## src/rtl/ccff_bitstream_loader.sv

```systemverilog
// Configuration-chain loader: takes bitstream words on a valid/ready stream and
// shifts exactly CHAIN_LEN bits MSB-first into ccff_head, counting ones seen on ccff_tail.
module ccff_bitstream_loader #(
  parameter int unsigned DATA_W    = 8,
  parameter int unsigned CHAIN_LEN = 8
) (
  input  logic                               prog_clk,
  input  logic                               pReset,
  input  logic                               start,
  input  logic [DATA_W-1:0]                  bs_data,
  input  logic                               bs_valid,
  output logic                               bs_ready,
  output logic                               ccff_head,
  output logic                               ccff_en,
  input  logic                               ccff_tail,
  output logic                               busy,
  output logic                               done,
  output logic [$clog2(CHAIN_LEN+1)-1:0]     tail_ones
);

  localparam int unsigned CNT_W  = $clog2(CHAIN_LEN + 1);
  localparam int unsigned REM_W  = $clog2(DATA_W + 1);
  localparam int unsigned WORDS  = (CHAIN_LEN + DATA_W - 1) / DATA_W;
  localparam int unsigned WCNT_W = $clog2(WORDS + 1);

  localparam logic [CNT_W-1:0]  LAST_SHIFT = CNT_W'(CHAIN_LEN - 1);
  localparam logic [REM_W-1:0]  REM_FULL   = REM_W'(DATA_W);
  localparam logic [REM_W-1:0]  REM_ONE    = REM_W'(1);
  localparam logic [WCNT_W-1:0] WORDS_C    = WCNT_W'(WORDS);

  typedef enum logic [1:0] {
    S_IDLE = 2'd0,
    S_LOAD = 2'd1,
    S_DONE = 2'd2
  } state_t;

  state_t              state;
  state_t              state_nxt;
  logic [DATA_W-1:0]   hold;
  logic [REM_W-1:0]    rem;
  logic [CNT_W-1:0]    shifted;
  logic [WCNT_W-1:0]   words_got;
  logic                accept;
  logic                last_shift;

  // State register
  always_ff @(posedge prog_clk) begin
    if (pReset) state <= S_IDLE;
    else        state <= state_nxt;
  end

  // Next state and combinational handshake / shift controls
  always_comb begin
    state_nxt  = state;
    ccff_en    = 1'b0;
    ccff_head  = 1'b0;
    bs_ready   = 1'b0;
    accept     = 1'b0;
    last_shift = 1'b0;

    ccff_en    = (state == S_LOAD) && (rem != '0);
    ccff_head  = ccff_en && hold[DATA_W-1];
    // Refill either when empty or on the edge that drains the last bit, so words stream without bubbles
    bs_ready   = (state == S_LOAD) && (words_got != WORDS_C) &&
                 ((rem == '0) || ((rem == REM_ONE) && ccff_en));
    accept     = bs_valid && bs_ready;
    last_shift = ccff_en && (shifted == LAST_SHIFT);

    unique case (state)
      S_IDLE:  if (start) state_nxt = S_LOAD;
      S_LOAD:  if (last_shift) state_nxt = S_DONE;
      S_DONE:  state_nxt = S_IDLE;
      default: state_nxt = S_IDLE;
    endcase
  end

  // Datapath: holding register, counters and status flags
  always_ff @(posedge prog_clk) begin
    if (pReset) begin
      hold      <= '0;
      rem       <= '0;
      shifted   <= '0;
      words_got <= '0;
      tail_ones <= '0;
      busy      <= 1'b0;
      done      <= 1'b0;
    end else begin
      busy <= (state_nxt == S_LOAD);
      done <= (state_nxt == S_DONE);
      if ((state == S_IDLE) && start) begin
        hold      <= '0;
        rem       <= '0;
        shifted   <= '0;
        words_got <= '0;
        tail_ones <= '0;
      end else begin
        if (accept) begin
          hold      <= bs_data;
          rem       <= REM_FULL;
          words_got <= words_got + WCNT_W'(1);
        end else if (ccff_en) begin
          hold <= hold << 1;
          // A partial final word has its unused low bits discarded here
          rem  <= last_shift ? '0 : (rem - REM_ONE);
        end
        if (ccff_en) begin
          shifted   <= shifted + CNT_W'(1);
          tail_ones <= tail_ones + CNT_W'(ccff_tail);
        end
      end
    end
  end

endmodule
```

## config.mk

```make
export PLATFORM = sky130hd
export DESIGN_NAME = ccff_bitstream_loader
export DESIGN_NICKNAME = d
export VERILOG_FILES = /design/src/rtl/ccff_bitstream_loader.sv
export SDC_FILE = /design/constraint.sdc
export NUM_CORES = 1
export LEC_CHECK = 0
export ABC_AREA = 1
export BUFFER_PORTS_ARGS = -buffer_cell sky130_fd_sc_hd__buf_4
export CAP_MARGIN = 0
export CORE_ASPECT_RATIO = 1.4
export CORE_MARGIN = 2
export CORE_UTILIZATION = 35
export CTS_BUF_LIST = sky130_fd_sc_hd__clkbuf_4 sky130_fd_sc_hd__clkbuf_8
export DETAILED_ROUTE_END_ITERATION = 12
export GPL_TIMING_DRIVEN = 1
export PLACE_DENSITY = 0.65
export SYNTH_ARGS = -nofsm -noshare
export SYNTH_HDL_FRONTEND = slang
export SYNTH_SLANG_ARGS = --single-unit
```

## constraint.sdc

```tcl
create_clock -name prog_clk -period 1.4 [get_ports prog_clk]
set_input_delay 0.14 -clock prog_clk [delete_from_list [all_inputs] [get_ports prog_clk]]
set_output_delay 0.14 -clock prog_clk [all_outputs]
set_load 0.05 [all_outputs]
```

==> out/metrics.csv, run 1 <==
metric,value,unit
io_pins,22,
post-route-util,0.4948,
hold_violations,0,
cts-root-buf,clkbuf_8,
multi_input_area,679.4,um2
cts_tree,yes,
status,"complete, but fails checks",
syn_to_final_growth,34.81,%
synth_area,0.001240,mm2
peakVddDrop,0.0005905,V
cpPeakStageDelay,0.34,ns
p_per_area,861.8,mW/mm2
via_per_inst,4.537,
hp-class,input port to register,
tightestPinTransition,0.2695,ns
syn_avg_cell_area,7.337,um2
routabilityCongestion,0.8523,
port_buffers,21,
cp-start-kind,register,
netlist.area_leader.share,0.4036,
grt_pass1_vias,927,
max_cap_violations,0,
async_flop_share,0,
drc,0,
clkLatencyLatePin,0.26,ns
synth_most_common_cell,nand2_1,
overflow,0,
dr.pass1.iters,4,
crit_type,register to output port,
drt_iter0_drc,24,
max_freq,0.6852,GHz
hpwl,1706,um
path_clk_slew,0.09,ns
cp_cell_sequence,inv_2 -> ha_4 -> nand2_4 -> nand2_4 -> buf_12 -> nor2_4 -> buf_6,
ys_top_cells_by_count,"nand2_1 (38), nor2_1 (32), dfxtp_1 (25)",
design_area,0.001672,mm2
synth_cell_type_count,22,
power,0.001441,W
clock_sinks,25,
n_fill_cell,353,
layout_setup_ws,-0.05943,ns
required,1.26,ns
finalNetCount,223,
slew_violations,0,
drive_above_1_share,0.3333,
seq_area,504.2,um2
cp-end-kind,output port,
grt_max_degree,20,
diodes,0,
h-tree-depth,1,
finalSetupViolations,2,
clock_skew,0.005510,ns
initial_utilization,0.3670,
wl_per_cell,10.01,um
place_ws,0.00008427,ns
arrival,1.32,ns
crit_slowest_cell,dfxtp_2,
drt_wl_total,2443,um
fin_crit_sh,1.042,
p_leak,0.7518,nW
crit_top_cell,nand2_4,
clk_path_buf_depth,2,
ys_seq_area_frac,0.4036,
syn-num-nets,187,
fp.coreArea,0.003378,mm2
grtUsageTotal,0.1326,
dpl_cell_area,0.001516,mm2
netlist_instances,169,
synth_largest_area_cell,dfxtp_1,
dieArea,0.004042,mm2
dieHeight,74.43,um
grt_pass1_wl,4022,um
ys.warnings.count,0,
crit_family,flip-flops,
synth-edff-count,0,
rsz0062_at_grt,yes,
synth_seq_cells,25,
detail-route-antenna-nets,0,
cp_max_fo,3,
synth_ff_type,dfxtp_1,
dp.cells,234,
die_w,54.31,um
crit_buf_inv,3,
numCtsBuffers,3,
slew_headroom,0.8203,
num_vias,1107,
stdcell_count,244,
violations,negative setup slack,
layout_min_cycle_time,1.459,ns
std_cell_rows,25,
netlist_top_cells_area,"dfxtp_1 (40%), nand2_1 (12%), nor2_1 (9.7%)",
r2r_slack,0.06,ns
antenna_found_initial,0,
## placed cells by master, fill, tap and decap left out, types with 3 or more instances in the layout
cell type,Yosys,layout
nor2_2,4,5
nor3_1,3,3
inv_2,0,3
dfxtp_1,25,22
nand2_4,1,3
o21ai_1,0,3
nor2_4,2,3
buf_4,1,29
a21oi_1,5,5
ha_1,5,4
nor2_1,32,30
dfxtp_2,0,3
o21ai_0,8,5
buf_12,0,4
nand2_1,38,36
clkbuf_8,0,3
inv_1,15,12
nand2_2,4,4
nand3_1,15,15
## per-layer routing
| layer | track usage | vias to the layer above | part of all wire |
|---|---|---|---|
| met1 | 0.1801 | 493 | 0.46 |
| met2 | 0.2035 | 13 | 0.51 |
| met5 | 0 | - | 0 |
| met4 | 0.08056 | 0 | 0.020 |
| met3 | 0.006024 | 4 | 0.017 |
| li1 | - | 597 | - |
## power by group
part           leakage, nW  total, W  internal, W  switching (W)
Combinational        0.522  0.000271     0.000124       0.000148
Clock               0.0255  0.000423     0.000199       0.000224
Sequential           0.204  0.000747     0.000733      0.0000138
## cell type report
cell class              count  share of cell area
repair buffers             36              0.2006
well taps                  40             0.02994
clock buffers               3             0.02470
inverters                  15             0.03368
multi-input cells         124              0.4064
clock inverters             1            0.002994
flip-flops and latches     25              0.3016
## final timing paths
| check | startpoint | end | depth (start not counted) |
|---|---|---|---|
| hold reg to reg | words_got | words_got | 2 |
| setup reg to reg | rem[0] | hold[1] | 10 |
| hold / removal | pReset | state[0] | 2 |
| setup / recovery | rem[0] | ccff_head | 7 |
## through the flow
step | hold WS [ns] | setup TNS (ns)
after CTS | 0.06000 | -0.1134
after detailed placement | 0.3523 | 0
after global routing | 0.07078 | -0.3529
after global placement | 0.3535 | 0
after floorplan | 0.2091 | -0.001377
final | 0.06792 | -0.08777
## logic make-up after synthesis
family | after synthesis | share of synthesized area
simple gates | 102 | 0.3764
compound gates | 16 | 0.07972
flops | 25 | 0.4036
buf+inv | 20 | 0.08274
fa+ha+maj | 5 | 0.05045
xor+xnor | 1 | 0.007065
## registers in the layout (all words and copies together) (netlist names)
name and flops:
busy 1, done 1, hold 8, rem 4, shifted 4, state 2, tail_ones 4, words_got 1
## worst register-to-register path, stage by stage (launching register included)
cell and delay [ns]:
dfxtp_2 0.34, inv_2 0.05, ha_4 0.18, nand2_4 0.08, nand2_4 0.06, buf_12 0.12
buf_4 0.16, nand2_1 0.07, nand3_1 0.07, nand2_1 0.08, nor2_1 0.03
## timing repair
item	4_1_cts	5_1_grt
resized for setup	18	6
buffers inserted	5	1
pin swaps	3	4
cloned	0	0
setup endpoints to repair	12	17
hold buffers	0	0
endpoints found under the hold margin	0	0
(Power assumes the default switching activity.)
==> inputs of run 2 (changes only) <==
--- a/config.mk
+++ b/config.mk
@@ -6,15 +6,15 @@
 export NUM_CORES = 1
 export LEC_CHECK = 0
 export ABC_AREA = 1
-export BUFFER_PORTS_ARGS = -buffer_cell sky130_fd_sc_hd__buf_4
 export CAP_MARGIN = 0
 export CORE_ASPECT_RATIO = 1.4
 export CORE_MARGIN = 2
 export CORE_UTILIZATION = 35
 export CTS_BUF_LIST = sky130_fd_sc_hd__clkbuf_4 sky130_fd_sc_hd__clkbuf_8
 export DETAILED_ROUTE_END_ITERATION = 12
+export DONT_BUFFER_PORTS = 1
 export GPL_TIMING_DRIVEN = 1
-export PLACE_DENSITY = 0.65
+export PLACE_DENSITY = 0.6
 export SYNTH_ARGS = -nofsm -noshare
 export SYNTH_HDL_FRONTEND = slang
 export SYNTH_SLANG_ARGS = --single-unit
==> run 2 against run 1 <==
The run still ends with negative setup slack left. Clock power up 4%. Total power up 0.83%. Utilization up 0.11 points. Largest power group unchanged. Largest cell class unchanged. Design area up 0.22%.
==> out/metrics.csv, run 2 (synthesis results as in run 1) <==
metric,value,unit
layout_min_cycle_time,1.474,ns
std_cell_rows,25,
cp-start-kind,register,
cp-end-kind,output port,
hold_violations,0,
fp.coreArea,0.003378,mm2
required,1.26,ns
max_freq,0.6786,GHz
layout_setup_ws,-0.07367,ns
slew_headroom,0.6832,
p_per_area,867.0,mW/mm2
max_cap_violations,0,
wl_met1,1156,um
post-route-util,0.4959,
finalNetCount,213,
fin_setup_tns,-0.1908,ns
initial_utilization,0.3670,
hpwl,1660,um
arrival,1.33,ns
grt_pass1_wl,4340,um
p_leak,0.7314,nW
numCtsBuffers,3,
overflow,0,
place_ws,-0.04144,ns
port_buffers,0,
cts-root-buf,clkbuf_8,
drc,0,
peakVddDrop,0.0005707,V
die_w,54.31,um
largest_register_ffs,8,
antenna_found_initial,0,
io_pins,22,
finalSetupViolations,6,
clock_skew,0.005797,ns
rsz0062_at_grt,yes,
clock_sinks,25,
dieArea,0.004042,mm2
clkLatencyLatePin,0.26,ns
top_register,hold,
tightestPinTransition,0.4745,ns
drive_above_1_share,0.3196,
path_clk_slew,0.09,ns
cts_tree,yes,
via_per_inst,4.603,
num_vias,1077,
dieHeight,74.43,um
syn_to_final_growth,35.12,%
routabilityCongestion,0.7726,
mostFrequentLayoutCells,"nand2_1 (35), nor2_1 (30), dfxtp_1 (20)",
hold_slack,0.01035,ns
grt_pass1_vias,999,
dr_wl_met2,1428,um
cp_max_fo,5,
power,0.001452,W
hp-class,input port to register,
crit_type,register to output port,
wl_per_cell,11.49,um
n_fill_cell,327,
violations,negative setup slack,
dr_wl_met3,67,um
detail-route-antenna-nets,0,
clk_path_buf_depth,2,
drt_wl_total,2688,um
grt_max_degree,20,
dr.pass1.iters,4,
status,"complete, but fails checks",
final_common_cell,nand2_1,
fin_crit_sh,1.053,
top_layer,met4,
drt_iter0_drc,12,
diodes,0,
grtUsageTotal,0.1503,
slew_violations,0,
h-tree-depth,1,
[run 2: worst paths after layout]
path	to	depth (start not counted)	slack [ns]	from
min reg2reg	words_got	2	0.48	words_got
min	hold[0]	2	0.01	bs_data[0]
max reg2reg	shifted[0]	7	-0.02	rem[0]
max	ccff_en	5	-0.07	rem[0]
[run 2: cell type report]
class / instances / area (um2) / area share
Timing Repair Buffer: 26 / 314.1 / 0.1875
Sequential cell: 25 / 506.7 / 0.3025
Multi-Input combinational cell: 124 / 699.4 / 0.4175
Inverter: 15 / 56.30 / 0.03361
Clock buffer: 4 / 48.80 / 0.02913
Tap cell: 40 / 50.05 / 0.02987
[run 2: per-layer routing]
metal	GRT usage	vias to the layer above
met4	0.08333	0
met5	0	-
li1	-	579
met2	0.2610	13
met1	0.1689	483
met3	0.02410	2
[run 2: power by group]
part,switching (W),internal [W],total (W)
registers,0.0000236,0.000733,0.000757
clock network,0.000218,0.000223,0.000441
logic,0.000139,0.000116,0.000255
[run 2: stage by stage]
stage / std cells / cell area, um2
2_1_floorplan: 169 / 1250
3_3_place_gp: 215 / 1374
3_5_place_dp: 215 / 1374
4_1_cts: 230 / 1608
5_1_grt: 234 / 1675
6_report: 234 / 1675
[run 2: what timing repair did]
item,4_1_cts,5_1_grt
pin swaps,6,5
hold endpoints to repair,6,0
setup endpoints to repair,17,26
cloned,2,0
buffers inserted,6,4
gates resized for setup,12,15
hold buffers,3,0
[run 2: worst max-delay path: stages, from the launching register on]
cell     delay (ns)
dfxtp_2        0.34
inv_2          0.05
ha_4           0.17
buf_4          0.14
a21oi_4        0.18
buf_12         0.17
==> inputs of run 3 (changes only) <==
==> constraint.sdc (replaced) <==
create_clock -name prog_clk -period 1.4 [get_ports prog_clk]
set_input_delay 0.21 -clock prog_clk [delete_from_list [all_inputs] [get_ports prog_clk]]
set_output_delay 0.21 -clock prog_clk [all_outputs]
set_load 0.05 [all_outputs]
==> run 3 against run 2 <==
The flow still finishes with violations (negative setup slack). Design area is 3.0% lower. Non-clock buffer count down 2. Cell count decreased by 0.85%. Setup slack got worse by 0.0032 ns. Critical path depth is 1 higher. Utilization shrank 1.5 points. Clock skew down 0.00057 ns. Clock power grew 2%. Register-to-register slack got worse by 0.03 ns. Wire length decreased by 0.78%. Critical endpoint is now ccff_head.
==> out/metrics.csv, run 3 (synthesis results as in run 1) <==
metric,value,unit
finalNetCount,211,
cp-end-kind,output port,
crit_type,register to output port,
layout_setup_ws,-0.07690,ns
cp_max_fo,3,
arrival,1.27,ns
hp-class,input port to register,
drc,0,
design_area,0.001625,mm2
slew_headroom,0.6865,
dr.pass1.iters,4,
antenna_found_initial,0,
layout_min_cycle_time,1.477,ns
std_cell_rows,25,
p_sw,0.0003862,W
cellInternalPower,0.001056,W
grt_pass1_wl,4395,um
clkLatencyLatePin,0.27,ns
clock_sinks,25,
tightestPinTransition,0.4696,ns
io_pins,22,
overflow,0,
drt_iter0_drc,22,
required,1.19,ns
timing.rr.start,rem[0],
r2r_slack,-0.05,ns
port_buffers,0,
min_path_cells,2,
fin_crit_sh,1.055,
pwr-share-clk,0.311,
violations,negative setup slack,
syn_to_final_growth,31.08,%
routabilityCongestion,0.7406,
diodes,0,
slew_violations,0,
whs_endpoint,hold[4],
h-tree-depth,1,
grtUsageTotal,0.1484,
rsz0062_at_grt,yes,
dieHeight,74.43,um
post-route-util,0.4811,
initial_utilization,0.3670,
die_w,54.31,um
seq_power_share,0.524,
fin_setup_tns,-0.2425,ns
clock_skew,0.005231,ns
drt_wl_total,2667,um
largest_register_ffs,8,
rr_worst_depth,8,
top_register,hold,
detail-route-antenna-nets,0,
p_leak,0.6859,nW
final_common_cell,nand2_1,
wl_per_cell,11.50,um
hpwl,1785,um
cts-root-buf,clkbuf_8,
p_comb_frac,0.166,
switching_share,0.2678,
cts_tree,yes,
finalSetupViolations,5,
mostFrequentLayoutCells,"nand2_1 (36), nor2_1 (31), dfxtp_1 (18)",
cp-start-kind,register,
grt_max_degree,20,
peakVddDrop,0.0004139,V
dieArea,0.004042,mm2
max_cap_violations,0,
grt_pass1_vias,1053,
dpl_cell_area,0.001416,mm2
hold_violations,0,
numCtsBuffers,3,
r2r-end,state[0],
via_per_inst,4.815,
path_clk_slew,0.09,ns
p_per_area,887.3,mW/mm2
drive_above_1_share,0.3229,
status,"complete, but fails checks",
fp.coreArea,0.003378,mm2
worstHoldStart,bs_data[4],
max_freq,0.6771,GHz
num_vias,1117,
clk_path_buf_depth,2,
## run 3: what timing repair did
item,4_1_cts,5_1_grt
resized for setup,16,18
buffers inserted,4,5
endpoints found under the hold margin,4,0
setup endpoints to repair,17,22
hold buffers,1,0
pin swaps,5,5
## run 3: worst max-delay path by stage
stage                       from   endpoint  cells after the start
after floorplan           rem[0]  ccff_head                      6
after global placement    rem[0]  ccff_head                      7
after detailed placement  rem[0]  ccff_head                      7
after CTS                 rem[1]  ccff_head                      6
after global routing      rem[0]  ccff_head                      6
final                     rem[0]  ccff_head                      6
## run 3: layout make-up
class / count / area (um2)
Fill cell: 338 / 1753
Multi-Input combinational cell: 124 / 706.9
Sequential cell: 25 / 511.7
Timing Repair Buffer: 24 / 251.5
Inverter: 15 / 56.30
Tap cell: 40 / 50.05
Clock buffer: 4 / 48.80
## run 3: layer usage
metal,up-vias,share of wire,track usage
li1,576,-,-
met1,508,0.40,0.1571
met2,24,0.52,0.2517
met3,9,0.033,0.03012
met4,0,0.038,0.1083
met5,-,0,0
## run 3: power groups by stage
stage | Clock [W] | Combinational, W | Sequential [W]
finish | 0.000448 | 0.000239 | 0.000755
floorplan | 0 | 0.000146 | 0.000772
CTS | 0.000468 | 0.000211 | 0.000755
global route | 0.000491 | 0.000264 | 0.000759
global placement | 0 | 0.000184 | 0.000770
detailed placement | 0 | 0.000188 | 0.000771
## run 3: worst max-delay path: stages, from the launching register on
cell and delay [ns]:
dfxtp_2 0.34, inv_2 0.05, ha_4 0.17, nand2_4 0.10, nand2_8 0.07, nor2_4 0.11
buf_12 0.14
## run 3: per-stage QoR
step / worst slack (ns) / power [W] / hold slack [ns] / instances
final: -0.07690 / 0.001442 / 0.06440 / 232
after global routing: -0.1149 / 0.001514 / 0.06034 / 232
after CTS: -0.09504 / 0.001434 / 0.06268 / 227
after detailed placement: -0.03348 / 0.0009586 / 0.2815 / 219
after global placement: 0.01622 / 0.0009539 / 0.2819 / 219
after floorplan: -0.07138 / 0.0009185 / 0.2791 / 169
